## src/rtl/maze_env_step.sv

```systemverilog
// ============================================================================
//  Module      : maze_env_step
//  Description : Maze environment step engine. Accepts a move action,
//                resolves it against a 5x5 cell map and returns the new
//                agent cell, a signed reward and an episode-done flag.
//                Optional episode step limit: define MAZE_STEP_LIMIT_EN.
//  Revision    : 1.0 - initial release
// ============================================================================
`default_nettype none

module maze_env_step #(
    parameter int START_STATE = 0,
    parameter int R_STEP      = -1,
    parameter int R_WALL      = -5,
    parameter int R_GOAL      = 10,
    parameter int R_TRAP      = -10,
    parameter int MAX_STEPS   = 50,
    parameter int STEP_W      = 8
) (
    input  logic              clk,
    input  logic              rst,
    input  logic              start,
    input  logic              map_wr_en,
    input  logic [4:0]        map_wr_addr,
    input  logic [3:0]        map_wr_data,
    input  logic              act_valid,
    output logic              act_ready,
    input  logic [1:0]        action,
    output logic              resp_valid,
    input  logic              resp_ready,
    output logic [6:0]        current_state,
    output logic [7:0]        reward,
    output logic              done,
    output logic [STEP_W-1:0] step_count
);

    localparam logic [2:0] c_S_IDLE   = 3'd0;
    localparam logic [2:0] c_S_READY  = 3'd1;
    localparam logic [2:0] c_S_LOOKUP = 3'd2;
    localparam logic [2:0] c_S_RESP   = 3'd3;
    localparam logic [2:0] c_S_TERM   = 3'd4;

    localparam logic [3:0] c_CELL_WALL = 4'd2;
    localparam logic [3:0] c_CELL_GOAL = 4'd3;
    localparam logic [3:0] c_CELL_TRAP = 4'd4;

    localparam logic [7:0] c_R_STEP = 8'(R_STEP);
    localparam logic [7:0] c_R_WALL = 8'(R_WALL);
    localparam logic [7:0] c_R_GOAL = 8'(R_GOAL);
    localparam logic [7:0] c_R_TRAP = 8'(R_TRAP);

    localparam logic [2:0]        c_START_ROW = 3'(START_STATE / 5);
    localparam logic [2:0]        c_START_COL = 3'(START_STATE % 5);
    localparam logic [STEP_W-1:0] c_MAX_STEPS = STEP_W'(MAX_STEPS);
    localparam logic [STEP_W-1:0] c_STEP_ONE  = STEP_W'(1);

    logic [2:0]        r_state;
    logic [2:0]        w_next;

    // Agent position kept as row/col so move bounds are trivial compares
    logic [2:0]        r_row;
    logic [2:0]        r_col;
    logic [2:0]        r_tgt_row;
    logic [2:0]        r_tgt_col;
    logic              r_off;
    logic [7:0]        r_reward;
    logic              r_done;
    logic [STEP_W-1:0] r_step;

    logic [3:0]        r_map [0:24];

    logic [2:0]        w_nrow;
    logic [2:0]        w_ncol;
    logic              w_noff;
    logic [4:0]        w_cur_idx;
    logic [4:0]        w_tgt_idx;
    logic [3:0]        w_code;
    logic [STEP_W-1:0] w_step_inc;
    logic              w_limit;

    // row*5 + col without a multiplier
    assign w_cur_idx  = {r_row, 2'b00} + {2'b00, r_row} + {2'b00, r_col};
    assign w_tgt_idx  = {r_tgt_row, 2'b00} + {2'b00, r_tgt_row} + {2'b00, r_tgt_col};
    // Off-grid moves latch the current cell as target, so the index is always in range
    assign w_code     = r_map[w_tgt_idx];
    assign w_step_inc = (&r_step) ? r_step : r_step + c_STEP_ONE;

`ifdef MAZE_STEP_LIMIT_EN
    assign w_limit = (w_step_inc == c_MAX_STEPS);
`else
    logic w_unused_max;
    assign w_unused_max = ^c_MAX_STEPS;
    assign w_limit      = 1'b0;
`endif

    assign current_state = {2'b00, w_cur_idx};
    assign reward        = r_reward;
    assign done          = r_done;
    assign step_count    = r_step;

    // Target cell for the offered action; off-grid flags a blocked move
    always_comb begin
        w_nrow = r_row;
        w_ncol = r_col;
        w_noff = 1'b0;
        case (action)
            2'd0: if (r_row == 3'd0) w_noff = 1'b1; else w_nrow = r_row - 3'd1;
            2'd1: if (r_col == 3'd4) w_noff = 1'b1; else w_ncol = r_col + 3'd1;
            2'd2: if (r_row == 3'd4) w_noff = 1'b1; else w_nrow = r_row + 3'd1;
            default: if (r_col == 3'd0) w_noff = 1'b1; else w_ncol = r_col - 3'd1;
        endcase
    end

    // FSM state register
    always_ff @(posedge clk or posedge rst) begin
        if (rst) r_state <= c_S_IDLE;
        else     r_state <= w_next;
    end

    // FSM next state; start restarts the episode from any state
    always_comb begin
        w_next = r_state;
        if (start) begin
            w_next = c_S_READY;
        end else begin
            case (r_state)
                c_S_IDLE:   w_next = c_S_IDLE;
                c_S_READY:  if (act_valid) w_next = c_S_LOOKUP;
                c_S_LOOKUP: w_next = c_S_RESP;
                c_S_RESP:   if (resp_ready) w_next = r_done ? c_S_TERM : c_S_READY;
                c_S_TERM:   w_next = c_S_TERM;
                default:    w_next = c_S_IDLE;
            endcase
        end
    end

    // FSM outputs: handshakes are pure functions of the state
    always_comb begin
        act_ready  = (r_state == c_S_READY);
        resp_valid = (r_state == c_S_RESP);
    end

    // Episode datapath: position, target latch, reward, done and step count
    always_ff @(posedge clk or posedge rst) begin
        if (rst) begin
            r_row     <= c_START_ROW;
            r_col     <= c_START_COL;
            r_tgt_row <= c_START_ROW;
            r_tgt_col <= c_START_COL;
            r_off     <= 1'b0;
            r_reward  <= 8'd0;
            r_done    <= 1'b0;
            r_step    <= '0;
        end else if (start) begin
            r_row    <= c_START_ROW;
            r_col    <= c_START_COL;
            r_reward <= 8'd0;
            r_done   <= 1'b0;
            r_step   <= '0;
        end else if (r_state == c_S_READY) begin
            if (act_valid) begin
                r_tgt_row <= w_nrow;
                r_tgt_col <= w_ncol;
                r_off     <= w_noff;
            end
        end else if (r_state == c_S_LOOKUP) begin
            r_step <= w_step_inc;
            if (r_off || (w_code == c_CELL_WALL)) begin
                r_reward <= c_R_WALL;
                r_done   <= w_limit;
            end else begin
                r_row <= r_tgt_row;
                r_col <= r_tgt_col;
                case (w_code)
                    c_CELL_GOAL: begin
                        r_reward <= c_R_GOAL;
                        r_done   <= 1'b1;
                    end
                    c_CELL_TRAP: begin
                        r_reward <= c_R_TRAP;
                        r_done   <= 1'b1;
                    end
                    default: begin
                        r_reward <= c_R_STEP;
                        r_done   <= w_limit;
                    end
                endcase
            end
        end
    end

    // Cell map: written only while idle, never cleared by reset
    always_ff @(posedge clk) begin
        if ((r_state == c_S_IDLE) && map_wr_en && (map_wr_addr < 5'd25)) begin
            r_map[map_wr_addr] <= map_wr_data;
        end
    end

endmodule

`default_nettype wire

```

## config.mk

```make
export PLATFORM = sky130hd
export DESIGN_NAME = maze_env_step
export DESIGN_NICKNAME = d
export VERILOG_FILES = /design/src/rtl/maze_env_step.sv
export SDC_FILE = /design/constraint.sdc
export NUM_CORES = 1
export LEC_CHECK = 0
export CAP_MARGIN = 0
export CORE_MARGIN = 2
export CORE_UTILIZATION = 55
export CTS_CLUSTER_SIZE = 25
export DETAILED_ROUTE_END_ITERATION = 6
export HOLD_SLACK_MARGIN = 0.12
export PLACE_DENSITY = 0.75
export SYNTH_ARGS = -nofsm -noshare
export SYNTH_HDL_FRONTEND = slang
export SYNTH_SLANG_ARGS = --single-unit
```

## constraint.sdc

```tcl
create_clock -name clk -period 4.1 [get_ports clk]
set_input_delay 0.615 -clock clk [delete_from_list [all_inputs] [get_ports clk]]
set_output_delay 0.615 -clock clk [all_outputs]
set_load 0.005 [all_outputs]
```

# After elaboration in Yosys (flattened, before gate mapping)
# Memory sizes are Yosys's and may differ from the RTL's.
# Index checks and enable logic that the tools add are counted.
# word_totals
reg_bits,33
latchBits,0
ramBits,100
mem_bits_ro,0
inputBits,17
mem_count,1
# memory_table
name,words,word_bits,read_ports,rd_clocked_by_memory_dff,write_ports,line,rtl
r_map,25,4,1,0,1,70,logic [3:0] r_map [0:24];
# classes
n_addsub,9
mul,0
n_div,0
magnitude_cmp,1
eq_ne,16
shift,0
mux,40
n_bitwise,1
reduce_logical,16
# ops
op,count
8-bit two-way mux,8
3-bit two-way mux,16
5-bit by 3-bit adder with 5-bit output,4
8-bit one-hot mux with 2 select lines,1
3-bit one-hot mux with 2 select lines,2
3-bit one-hot mux with 4 select lines,1
1-bit two-way mux,11
"3-bit equality test, second input constant",3
3-bit logical NOT,3
3-bit AND reduction,3
"8-bit by 1-bit adder with 8-bit output, second input constant",1
"4-bit by 2-bit equality test with 1-bit output, second input constant",2
8-bit AND reduction,1
"3-bit by 1-bit adder with 3-bit output, second input constant",2
"3-bit by 2-bit equality test with 1-bit output, second input constant",2
"2-bit != test, second input constant",3
"3-bit by 1-bit subtractor with 3-bit output, second input constant",2
"5-bit less-than comparator, second input constant",1
"4-bit by 3-bit equality test with 1-bit output, second input constant",1
2-bit AND reduction,2
2-bit OR reduction,2
"3-bit by 1-bit equality test with 1-bit output, second input constant",1
"3-bit by 2-bit != test with 1-bit output, second input constant",1
"3-bit != test, second input constant",1
other kinds (8),9

# Depth between registers and ports, before layout
# Gate-level depths: netlist (run 1).
# An unclocked memory read counts as a cell.
# depth
depth_word,10
mapped_depth,13

# Worst setup path before layout (run 1)
# Ideal clock, no wire load.
# synth_path
path_kind,reg2reg
from,register r_tgt_row[0]
to,register r_col[0]
setup_ps,123
arrival_time_ps,3178
slack_ps,799
stages_incl_launch_ff,13
path_buffers,2
synth_period_minus_slack_ps,3301
cell_sequence,dfrtp_1 > fa_1 > inv_1 > fa_1 > clkbuf_1 > mux4_2 > mux2i_1 > mux2i_1 > mux2i_2 > nand3_2 > o21a_1 > buf_6 > mux2i_1
# synth_between
elab_chain_cells,7
# synth_rtl
item,line,rtl
"start, declared",63,logic [2:0] r_tgt_row;
"start signal, assigned",148,r_tgt_row <= c_START_ROW;
"start signal, assigned",162,r_tgt_row <= w_nrow;
5-bit by 3-bit adder with 5-bit output (2 in series),83,"assign w_tgt_idx = {r_tgt_row, 2'b00} + {2'b00, r_tgt_row} + {2'b00, r_tgt_col};"
memory read 25 x 4 bit,n/a,
4-bit by 2-bit equality test with 1-bit output,168,if (r_off || (w_code == c_CELL_WALL)) begin
1-bit logical OR,168,
2-bit != test (no line),n/a,
3-bit AND reduction (no line),n/a,
"end signal, assigned",147,r_col <= c_START_COL;
"end signal, assigned",156,r_col <= c_START_COL;
"end signal, assigned",173,r_col <= r_tgt_col;
"end, declared",62,logic [2:0] r_col;
# No other way between the ends.
# A chain may end at the register's enable or synchronous reset.

# Worst setup path in the final report (run 1)
# layout_path
from,register r_tgt_row[2]
to,register r_col[2]
# The elaborated chain is that of the path after synthesis.

==> impl_metrics.sql, run 1 <==
INSERT INTO impl_metrics (metric_group, metric, value, unit) VALUES
('clock_tree', 'ctsHtreeMaxLevel', '4', ''),
('grt', 'global_route_wire_length_before_repair', '19420', 'µm'),
('sta', 'grt_setup_unrepaired', 'false', ''),
('sta', 'period_minus_slack', '3.682', 'ns'),
('sta', 'final_setup_viols', '0', ''),
('sta', 'post_route_hold_slack', '0.5014', 'ns'),
('grt', 'vias_in_the_first_global_route', '3622', ''),
('clock_tree', 'cts.sinks', '130', ''),
('floorplan', 'floorplan.core_area', '0.01094', 'mm²'),
('floorplan', 'dieWidth', '110.2', 'µm'),
('layout', 'drive_gt1_share', '12.32', '%'),
('layout', 'layout_commonest_cell', 'sky130_fd_sc_hd__edfxtp_1', ''),
('drt', 'viasPerCell', '5.838', ''),
('logic_synthesis', 'synth-edff-count', '100', ''),
('sta', 'period_share', '89.79', '%'),
('sta', 'maxSlewViolCount', '0', ''),
('clock_tree', 'clock_tree_from_tritoncts', 'done', ''),
('drt', 'drtAntennaViolNets', '0', ''),
('setup_path', 'critical_path.cell_chain', 'fa_1, inv_1, fa_1, buf_4, nand2b_1, o22ai_1, o41ai_1, mux2_2, nand3_2, o21a_1, mux2i_1', ''),
('run', 'drv_cap', '0', ''),
('clock_tree', 'path_clk_slew', '0.06', 'ns'),
('drt', 'dr_wl_met3', '590', 'µm'),
('run_status', 'outcome', 'finished clean', ''),
('floorplan', 'io_pins', '43', ''),
('grt', 'gr-usage-all-layers', '21.92', '%'),
('setup_path', 'setup.worst_path.class', 'register to register', ''),
('setup_path', 'critical_path.n_buffers_inverters', '2', ''),
('floorplan', 'initial_utilization', '56.74', '%'),
('floorplan', 'number_of_placement_rows', '38', ''),
('drt', 'post_drt_wl_per_cell', '19.45', 'µm'),
('floorplan', 'dieArea', '0.01215', 'mm²'),
('setup_path', 'crit_required', '4.38', 'ns'),
('setup_path', 'critical-path-top-delay-family', 'adder cells', ''),
('layout', 'layout_common_cells', 'sky130_fd_sc_hd__edfxtp_1 (100), sky130_fd_sc_hd__nor2_1 (46), sky130_fd_sc_hd__nand2_1 (40), sky130_fd_sc_hd__clkdlybuf4s50_1 (40), sky130_fd_sc_hd__dfrtp_1 (30)', ''),
('placed_design', 'gp_congestion', '0.8388', ''),
('drt', 'route.met2.wl', '6155', 'µm'),
('logic_synthesis', 'synthesis.yosys.warnings', '0', ''),
('layout', 'multiInputGateArea', '0.002255', 'mm²'),
('logic_synthesis', 'synth.yosys.seq_area_share', '60.50', '%'),
('layout', 'final_nets', '521', ''),
('power_and_ir_drop', 'power_per_cell_area', '481.0', 'mW/mm²'),
('clock_tree', 'worstSkewPairLatency', '0.41', 'ns'),
('drt', 'wirelength_met1', '5444', 'µm'),
('clock_tree', 'post-cts-setup-buffers', '0', ''),
('grt', 'antenna_found_initial', '0', ''),
('sta', 'totalNegativeSetupSlack', '0', 'ns'),
('clock_tree', 'cts.hold.buffers_added', '0', ''),
('logic_synthesis', 'number_of_synthesized_register_bits', '130', ''),
('setup_path', 'most_frequent_cp_cell', 'sky130_fd_sc_hd__fa_1', ''),
('placed_design', 'post_detailed_placement_half_perimeter_wirelength', '8357', 'µm'),
('drt', 'dr.max_layer_used', 'met4', ''),
('logic_synthesis', 'postSynth.topFlopCell', 'sky130_fd_sc_hd__edfxtp_1', ''),
('setup_path', 'setup.worst_path.end_class', 'register', ''),
('power_and_ir_drop', 'vdd_ir_drop_max', '0.4345', 'mV'),
('setup_path', 'critical_path.startpoint_type', 'register', ''),
('sta', 'finalHoldViolCount', '0', ''),
('grt', 'grt_start_max_net_pins', '31', ''),
('clock_tree', 'cts_inserted_buffers', '17', ''),
('floorplan', 'fp.dieH', '110.2', 'µm'),
('layout', 'fillerInstances', '774', ''),
('logic_synthesis', 'synth_async_sr_flop_share', '23.08', '%'),
('sta', 'max_clock_freq', '271.6', 'MHz'),
('setup_path', 'arrival_time_of_the_worst_setup_path', '3.96', 'ns'),
('setup_path', 'critPathMaxStageDelay', '0.56', 'ns'),
('logic_synthesis', 'syn-instance-count', '437', ''),
('layout', 'register_area', '0.003754', 'mm²'),
('logic_synthesis', 'post_synth.cell_area_avg', '14.20', 'µm²'),
('drt', 'tritonroute_pass_1_iters', '5', ''),
('grt', 'grt-ovfl-total', '0', ''),
('logic_synthesis', 'synth_area', '0.006205', 'mm²'),
('layout', 'area.growth.synth_to_final', '17.24', '%');
-- metal layers --
| metal | global-route usage [%] | up-vias |
|---|---|---|
| met2 | 35.06 | 113 |
| met4 | 7.232 | 0 |
| met1 | 30.56 | 1855 |
| met3 | 4.350 | 18 |
| met5 | 0 | - |
| li1 | - | 1721 |
-- logic make-up (layout without fill, tap and decap cells) --
logic type,count (synthesis),count (layout),share of synthesized area (%)
adder cells (fa/ha/maj),22,22,4.920
AND/OR/NAND/NOR,136,136,10.69
flip-flops,130,130,60.50
AO/OA/AOI/OAI,46,46,4.719
multiplexers,50,50,13.11
other,1,2,0.06044
buffers and inverters,34,91,3.226
XOR/XNOR,18,18,2.783
-- path summary, 6_finish.rpt --
kind / from / endpoint / slack, ns / cells past startpoint
max reg2reg: r_tgt_row[2] / r_col[2] / 0.42 / 11
min reg2reg: reward[1] / reward[1] / 0.51 / 2
max: r_tgt_row[2] / r_col[2] / 0.42 / 11
min: rst / reward[1] / 0.50 / 2
max in group asynchronous: rst / r_tgt_col[0] / 3.18 / 3
min in group clk: reward[1] / reward[1] / 0.51 / 2
-- through the flow --
step	total power, mW	utilization (%)	instances	worst slack (ns)	cell area (µm²)
CTS	3.518	66.27	634	0.4497	7247
global route	3.610	66.52	635	0.2113	7274
detailed placement	2.087	61.06	602	0.4741	6678
finish	3.499	66.52	635	0.4184	7274
global placement	2.075	61.06	602	0.5507	6678
floorplan	1.938	-	438	0.7990	6208
-- where the power goes --
| group | total, mW | internal, mW | switching, mW |
|---|---|---|---|
| Combinational | 0.607 | 0.283 | 0.323 |
| Sequential | 1.46 | 1.44 | 0.0188 |
| Clock | 1.43 | 0.892 | 0.541 |
-- synthesized netlist by cell type, types with 7 or more instances --
library cell / count / area (µm²)
sky130_fd_sc_hd__mux2i_1: 20 / 200.2
sky130_fd_sc_hd__mux4_2: 11 / 247.7
sky130_fd_sc_hd__nand2b_1: 7 / 43.79
sky130_fd_sc_hd__xnor2_1: 7 / 61.31
sky130_fd_sc_hd__inv_1: 10 / 37.54
sky130_fd_sc_hd__xor2_1: 9 / 78.83
sky130_fd_sc_hd__nor3b_1: 7 / 52.55
sky130_fd_sc_hd__nor2_1: 46 / 172.7
sky130_fd_sc_hd__clkbuf_1: 11 / 41.29
sky130_fd_sc_hd__edfxtp_1: 100 / 3003
sky130_fd_sc_hd__mux4_1: 9 / 236.5
sky130_fd_sc_hd__o21ai_1: 7 / 35.03
sky130_fd_sc_hd__o21ai_0: 7 / 35.03
sky130_fd_sc_hd__dfrtp_1: 30 / 750.7
sky130_fd_sc_hd__nand2_1: 40 / 150.1
sky130_fd_sc_hd__a21oi_1: 11 / 55.05
sky130_fd_sc_hd__ha_1: 18 / 225.2
-- state kept, by name, indices dropped and copies added, names as in the netlist --
| signal | count |
|---|---|
| done | 1 |
| r_row | 3 |
| r_map | 100 |
| r_state | 3 |
| r_tgt_row | 3 |
| reward | 5 |
| r_off | 1 |
| r_col | 3 |
| step_count | 8 |
| r_tgt_col | 3 |
-- area by class of cell --
type | count | share of cell area, %
clock buffer | 19 | 5.951
tap | 140 | 2.408
multi-input combinational | 274 | 30.99
inverter | 11 | 0.5676
timing repair buffer | 48 | 6.605
clock inverter | 13 | 1.875
sequential | 130 | 51.60
Power figures use the tool's default switching activity.
==> run 2, diff against run 1 <==
Settings changed: CTS_CLUSTER_SIZE 25 to 24.
==> results of run 2 <==
Same layout as run 1: the final DEF is identical, and so are final timing and power.
==> run 3, diff against run 2 <==
Settings changed: ABC_AREA from default to 1, CELL_PAD_IN_SITES_DETAIL_PLACEMENT from default to 1, CELL_PAD_IN_SITES_GLOBAL_PLACEMENT from default to 1, CORE_UTILIZATION 55 to 46, PLACE_DENSITY 0.75 to default, PLACE_DENSITY_LB_ADDON from default to 0.1.
==> impl_metrics.sql, run 3 <==
INSERT INTO impl_metrics (metric_group, metric, value, unit) VALUES
('layout', 'fillerInstances', '1549', ''),
('drt', 'postRouteWirelength', '16380', 'µm'),
('logic_synthesis', 'synthXorXnorAreaFrac', '1.465', '%'),
('clock_tree', 'post-cts-setup-buffers', '0', ''),
('floorplan', 'dieArea', '0.01489', 'mm²'),
('grt', 'antenna_found_initial', '0', ''),
('hold_path', 'min_to', 'reward[0]', ''),
('floorplan', 'io_pins', '43', ''),
('setup_path', 'r2r_cells', '14', ''),
('logic_synthesis', 'synth_async_sr_flop_share', '23.08', '%'),
('drt', 'route.vias.total', '4740', ''),
('layout', 'layout_common_cells', 'sky130_fd_sc_hd__nand2_1 (190), sky130_fd_sc_hd__nand3_1 (101), sky130_fd_sc_hd__edfxtp_1 (100), sky130_fd_sc_hd__inv_1 (68), sky130_fd_sc_hd__nor2_1 (51)', ''),
('clock_tree', 'worstSkewPairLatency', '0.43', 'ns'),
('clock_tree', 'clock_tree_from_tritoncts', 'done', ''),
('clock_tree', 'cts.sinks', '130', ''),
('logic_synthesis', 'synth-edff-count', '100', ''),
('setup_path', 'worst-path-max-fanout', '13', ''),
('drt', 'viasPerCell', '5.314', ''),
('run_status', 'outcome', 'finished clean', ''),
('sta', 'period_share', '84.43', '%'),
('logic_synthesis', 'synth.area.mux_share', '0', '%'),
('sta', 'finalHoldViolCount', '0', ''),
('placed_design', 'gp_congestion', '0.7952', ''),
('logic_synthesis', 'synth_compound_gate_area_share', '4.023', '%'),
('power_and_ir_drop', 'totalPowerFinal', '5.570', 'mW'),
('clock_tree', 'ctsHtreeMaxLevel', '4', ''),
('logic_synthesis', 'synthesis.yosys.warnings', '0', ''),
('power_and_ir_drop', 'internal_power', '3.211', 'mW'),
('sta', 'max_clock_freq', '288.9', 'MHz'),
('power_and_ir_drop', 'vdd_ir_drop_max', '0.3868', 'mV'),
('logic_synthesis', 'number_of_synthesized_register_bits', '130', ''),
('grt', 'vias_in_the_first_global_route', '5058', ''),
('sta', 'totalNegativeSetupSlack', '0', 'ns'),
('clock_tree', 'cts-root-to-sink-buffers', '2', ''),
('sta', 'worstMarginPinSlew', '1.115', 'ns'),
('logic_synthesis', 'post_synth.cell_area_avg', '9.664', 'µm²'),
('setup_path', 'crit_required', '4.41', 'ns'),
('floorplan', 'floorplan.core_area', '0.01372', 'mm²'),
('drt', 'post_drt_wl_per_cell', '18.36', 'µm'),
('setup_path', 'critical_path.reg2reg.startpoint', 'r_tgt_row[0]', ''),
('floorplan', 'initial_utilization', '46.70', '%'),
('power_and_ir_drop', 'power_per_cell_area', '744.1', 'mW/mm²'),
('power_and_ir_drop', 'total_switching_power', '2.358', 'mW'),
('hold_path', 'min-delay-start', 'reward[0]', ''),
('setup_path', 'rr_endpoint', 'reward[0]', ''),
('sta', 'post_route_hold_slack', '0.4918', 'ns'),
('logic_synthesis', 'postSynth.topFlopCell', 'sky130_fd_sc_hd__edfxtp_1', ''),
('hold_path', 'hp-class', 'register to register', ''),
('layout', 'area.growth.synth_to_final', '16.81', '%'),
('layout', 'n_antenna_cell', '0', ''),
('logic_synthesis', 'synth_top_family_by_area', 'simple AND/OR/NAND/NOR gates', ''),
('power_and_ir_drop', 'total_leakage_power', '3.114', 'nW'),
('drt', 'detailedRoute.firstIterationViolations', '299', ''),
('drt', 'drc', '0', ''),
('grt', 'global_route_wire_length_before_repair', '26530', 'µm'),
('logic_synthesis', 'synth_area', '0.006407', 'mm²'),
('run', 'drv_cap', '0', ''),
('layout', 'layout_commonest_cell', 'sky130_fd_sc_hd__nand2_1', ''),
('setup_path', 'setup.worst_path.end_class', 'register', ''),
('sta', 'grt_setup_unrepaired', 'false', ''),
('layout', 'register_area', '0.003754', 'mm²'),
('floorplan', 'fp.dieH', '122.0', 'µm'),
('sta', 'maxSlewHeadroom', '25.62', '%'),
('sta', 'period_minus_slack', '3.462', 'ns'),
('logic_synthesis', 'synth.most_common_cell', 'sky130_fd_sc_hd__nand2_1', ''),
('layout', 'largest_register_ff_count', '100', ''),
('logic_synthesis', 'synth_simple_gate_area_share', '24.04', '%'),
('grt', 'grt-ovfl-total', '0', ''),
('floorplan', 'dieWidth', '122.0', 'µm'),
('logic_synthesis', 'post-synth-top-area-fraction', '46.87', '%'),
('grt', 'grt_start_max_net_pins', '50', ''),
('logic_synthesis', 'synth.yosys.seq_area_share', '58.58', '%'),
('setup_path', 'setup.worst_path.class', 'register to register', ''),
('drt', 'drtAntennaViolNets', '0', ''),
('power_and_ir_drop', 'netSwitchingFraction', '42.34', '%'),
('logic_synthesis', 'adder_cell_share_of_the_synthesized_area', '4.765', '%'),
('logic_synthesis', 'syn-instance-count', '663', ''),
('clock_tree', 'cts.repair.resized', '0', ''),
('power_and_ir_drop', 'pwr-share-seq', '27.9', '%'),
('setup_path', 'rrSetupSlack', '0.64', 'ns'),
('logic_synthesis', 'synth_top_area_cell', 'sky130_fd_sc_hd__edfxtp_1', ''),
('hold_path', 'hold_depth', '2', ''),
('clock_tree', 'path_clk_slew', '0.06', 'ns'),
('sta', 'maxSlewViolCount', '0', ''),
('clock_tree', 'clockRootBuffer', 'sky130_fd_sc_hd__clkbuf_16', ''),
('logic_synthesis', 'synth.top_cells.by_count', 'sky130_fd_sc_hd__nand2_1 (190), sky130_fd_sc_hd__nand3_1 (101), sky130_fd_sc_hd__edfxtp_1 (100)', ''),
('setup_path', 'critical_path.startpoint_type', 'register', ''),
('clock_tree', 'cts.hold.buffers_added', '0', ''),
('power_and_ir_drop', 'pwr-share-comb', '44.2', '%'),
('power_and_ir_drop', 'power.share.clock', '27.8', '%'),
('layout', 'multiInputGateArea', '0.002205', 'mm²'),
('sta', 'final_setup_viols', '0', ''),
('floorplan', 'number_of_placement_rows', '43', ''),
('logic_synthesis', 'ys_top_cells_by_area', 'sky130_fd_sc_hd__edfxtp_1 (47%), sky130_fd_sc_hd__dfrtp_1 (12%), sky130_fd_sc_hd__nand2_1 (11%)', ''),
('layout', 'drive_gt1_share', '7.022', '%'),
('clock_tree', 'cts_inserted_buffers', '17', ''),
('sta', 'finClkSkew', '0.006391', 'ns'),
('setup_path', 'arrival_time_of_the_worst_setup_path', '3.78', 'ns'),
('logic_synthesis', 'ys_types', '39', ''),
('layout', 'final_nets', '738', ''),
('drt', 'tritonroute_pass_1_iters', '4', ''),
('grt', 'gr-usage-all-layers', '24.05', '%'),
('placed_design', 'post_detailed_placement_half_perimeter_wirelength', '11180', 'µm'),
('placed_design', 'count_of_input_and_output_buffers', '40', ''),
('layout', 'regMostFlops', 'r_map', '');
[run 3: worst max path at each step]
stage	startpoint	endpoint	slack (ns)	cells after the start
after detailed placement	r_tgt_row[0]	reward[0]	0.66	14
after floorplan	r_tgt_row[0]	done	1.29	16
final	r_tgt_row[0]	reward[0]	0.64	14
after global placement	r_tgt_row[0]	r_col[0]	0.90	15
after CTS	r_tgt_row[0]	reward[0]	0.60	14
after global routing	r_tgt_row[0]	r_row[1]	0.34	16
[run 3: cell families (layout without fill, tap and decap cells)]
group,count (synthesis),after routing
other,1,2
and+or+nand+nor,359,359
buffers and inverters,99,147
xor gates and xnor gates,9,9
adders and majority gates,22,22
AOI/OAI and AO/OA,43,43
DFF,130,130
[run 3: cell type report]
class / instances / area share, %
Sequential cell: 130 / 50.15
Multi-Input combinational cell: 435 / 29.45
Clock buffer: 17 / 5.684
Timing Repair Buffer: 43 / 5.650
Inverter: 72 / 3.611
Tap cell: 180 / 3.009
Clock inverter: 15 / 2.441
[run 3: metal layers]
layer / vias to the layer above / part of all wire (%) / global-route usage (%)
li1: 2277 / - / -
met1: 2343 / 43 / 30.46
met2: 84 / 50 / 40.19
met3: 36 / 3.9 / 4.541
met4: 0 / 2.5 / 10.85
met5: - / 0 / 0
[run 3: worst max-delay path: stages, from the launching register on]
cell                      delay (ns)
sky130_fd_sc_hd__dfrtp_1        0.45
sky130_fd_sc_hd__fa_1           0.61
sky130_fd_sc_hd__inv_1          0.08
sky130_fd_sc_hd__fa_1           0.87
sky130_fd_sc_hd__inv_1          0.33
sky130_fd_sc_hd__nand3_1        0.16
sky130_fd_sc_hd__nand3_1        0.13
sky130_fd_sc_hd__nand2_1        0.13
sky130_fd_sc_hd__nand2_1        0.05
sky130_fd_sc_hd__nand2_1        0.10
sky130_fd_sc_hd__nand2_1        0.07
sky130_fd_sc_hd__nor2_1         0.08
sky130_fd_sc_hd__nand3_1        0.12
sky130_fd_sc_hd__nand3_1        0.10
sky130_fd_sc_hd__nand2_1        0.05
[run 3: power by group through the flow]
stage / sequential, mW / clock [mW] / combinational [mW]
after CTS: 1.56 / 1.57 / 2.50
after global routing: 1.56 / 1.62 / 2.78
after global placement: 1.57 / 0 / 2.41
after detailed placement: 1.58 / 0 / 2.47
after floorplan: 1.56 / 0 / 1.85
final: 1.56 / 1.55 / 2.46
[run 3: metrics by stage]
step | worst slack, ns | instances | instance area, µm² | utilization (%)
final | 0.6385 | 892 | 7485 | 54.56
after global routing | 0.3384 | 892 | 7485 | 54.56
after CTS | 0.5968 | 892 | 7485 | 54.56
after detailed placement | 0.6633 | 860 | 6877 | 50.12
after global placement | 0.9032 | 860 | 6877 | 50.12
after floorplan | 1.290 | 664 | 6411 | -
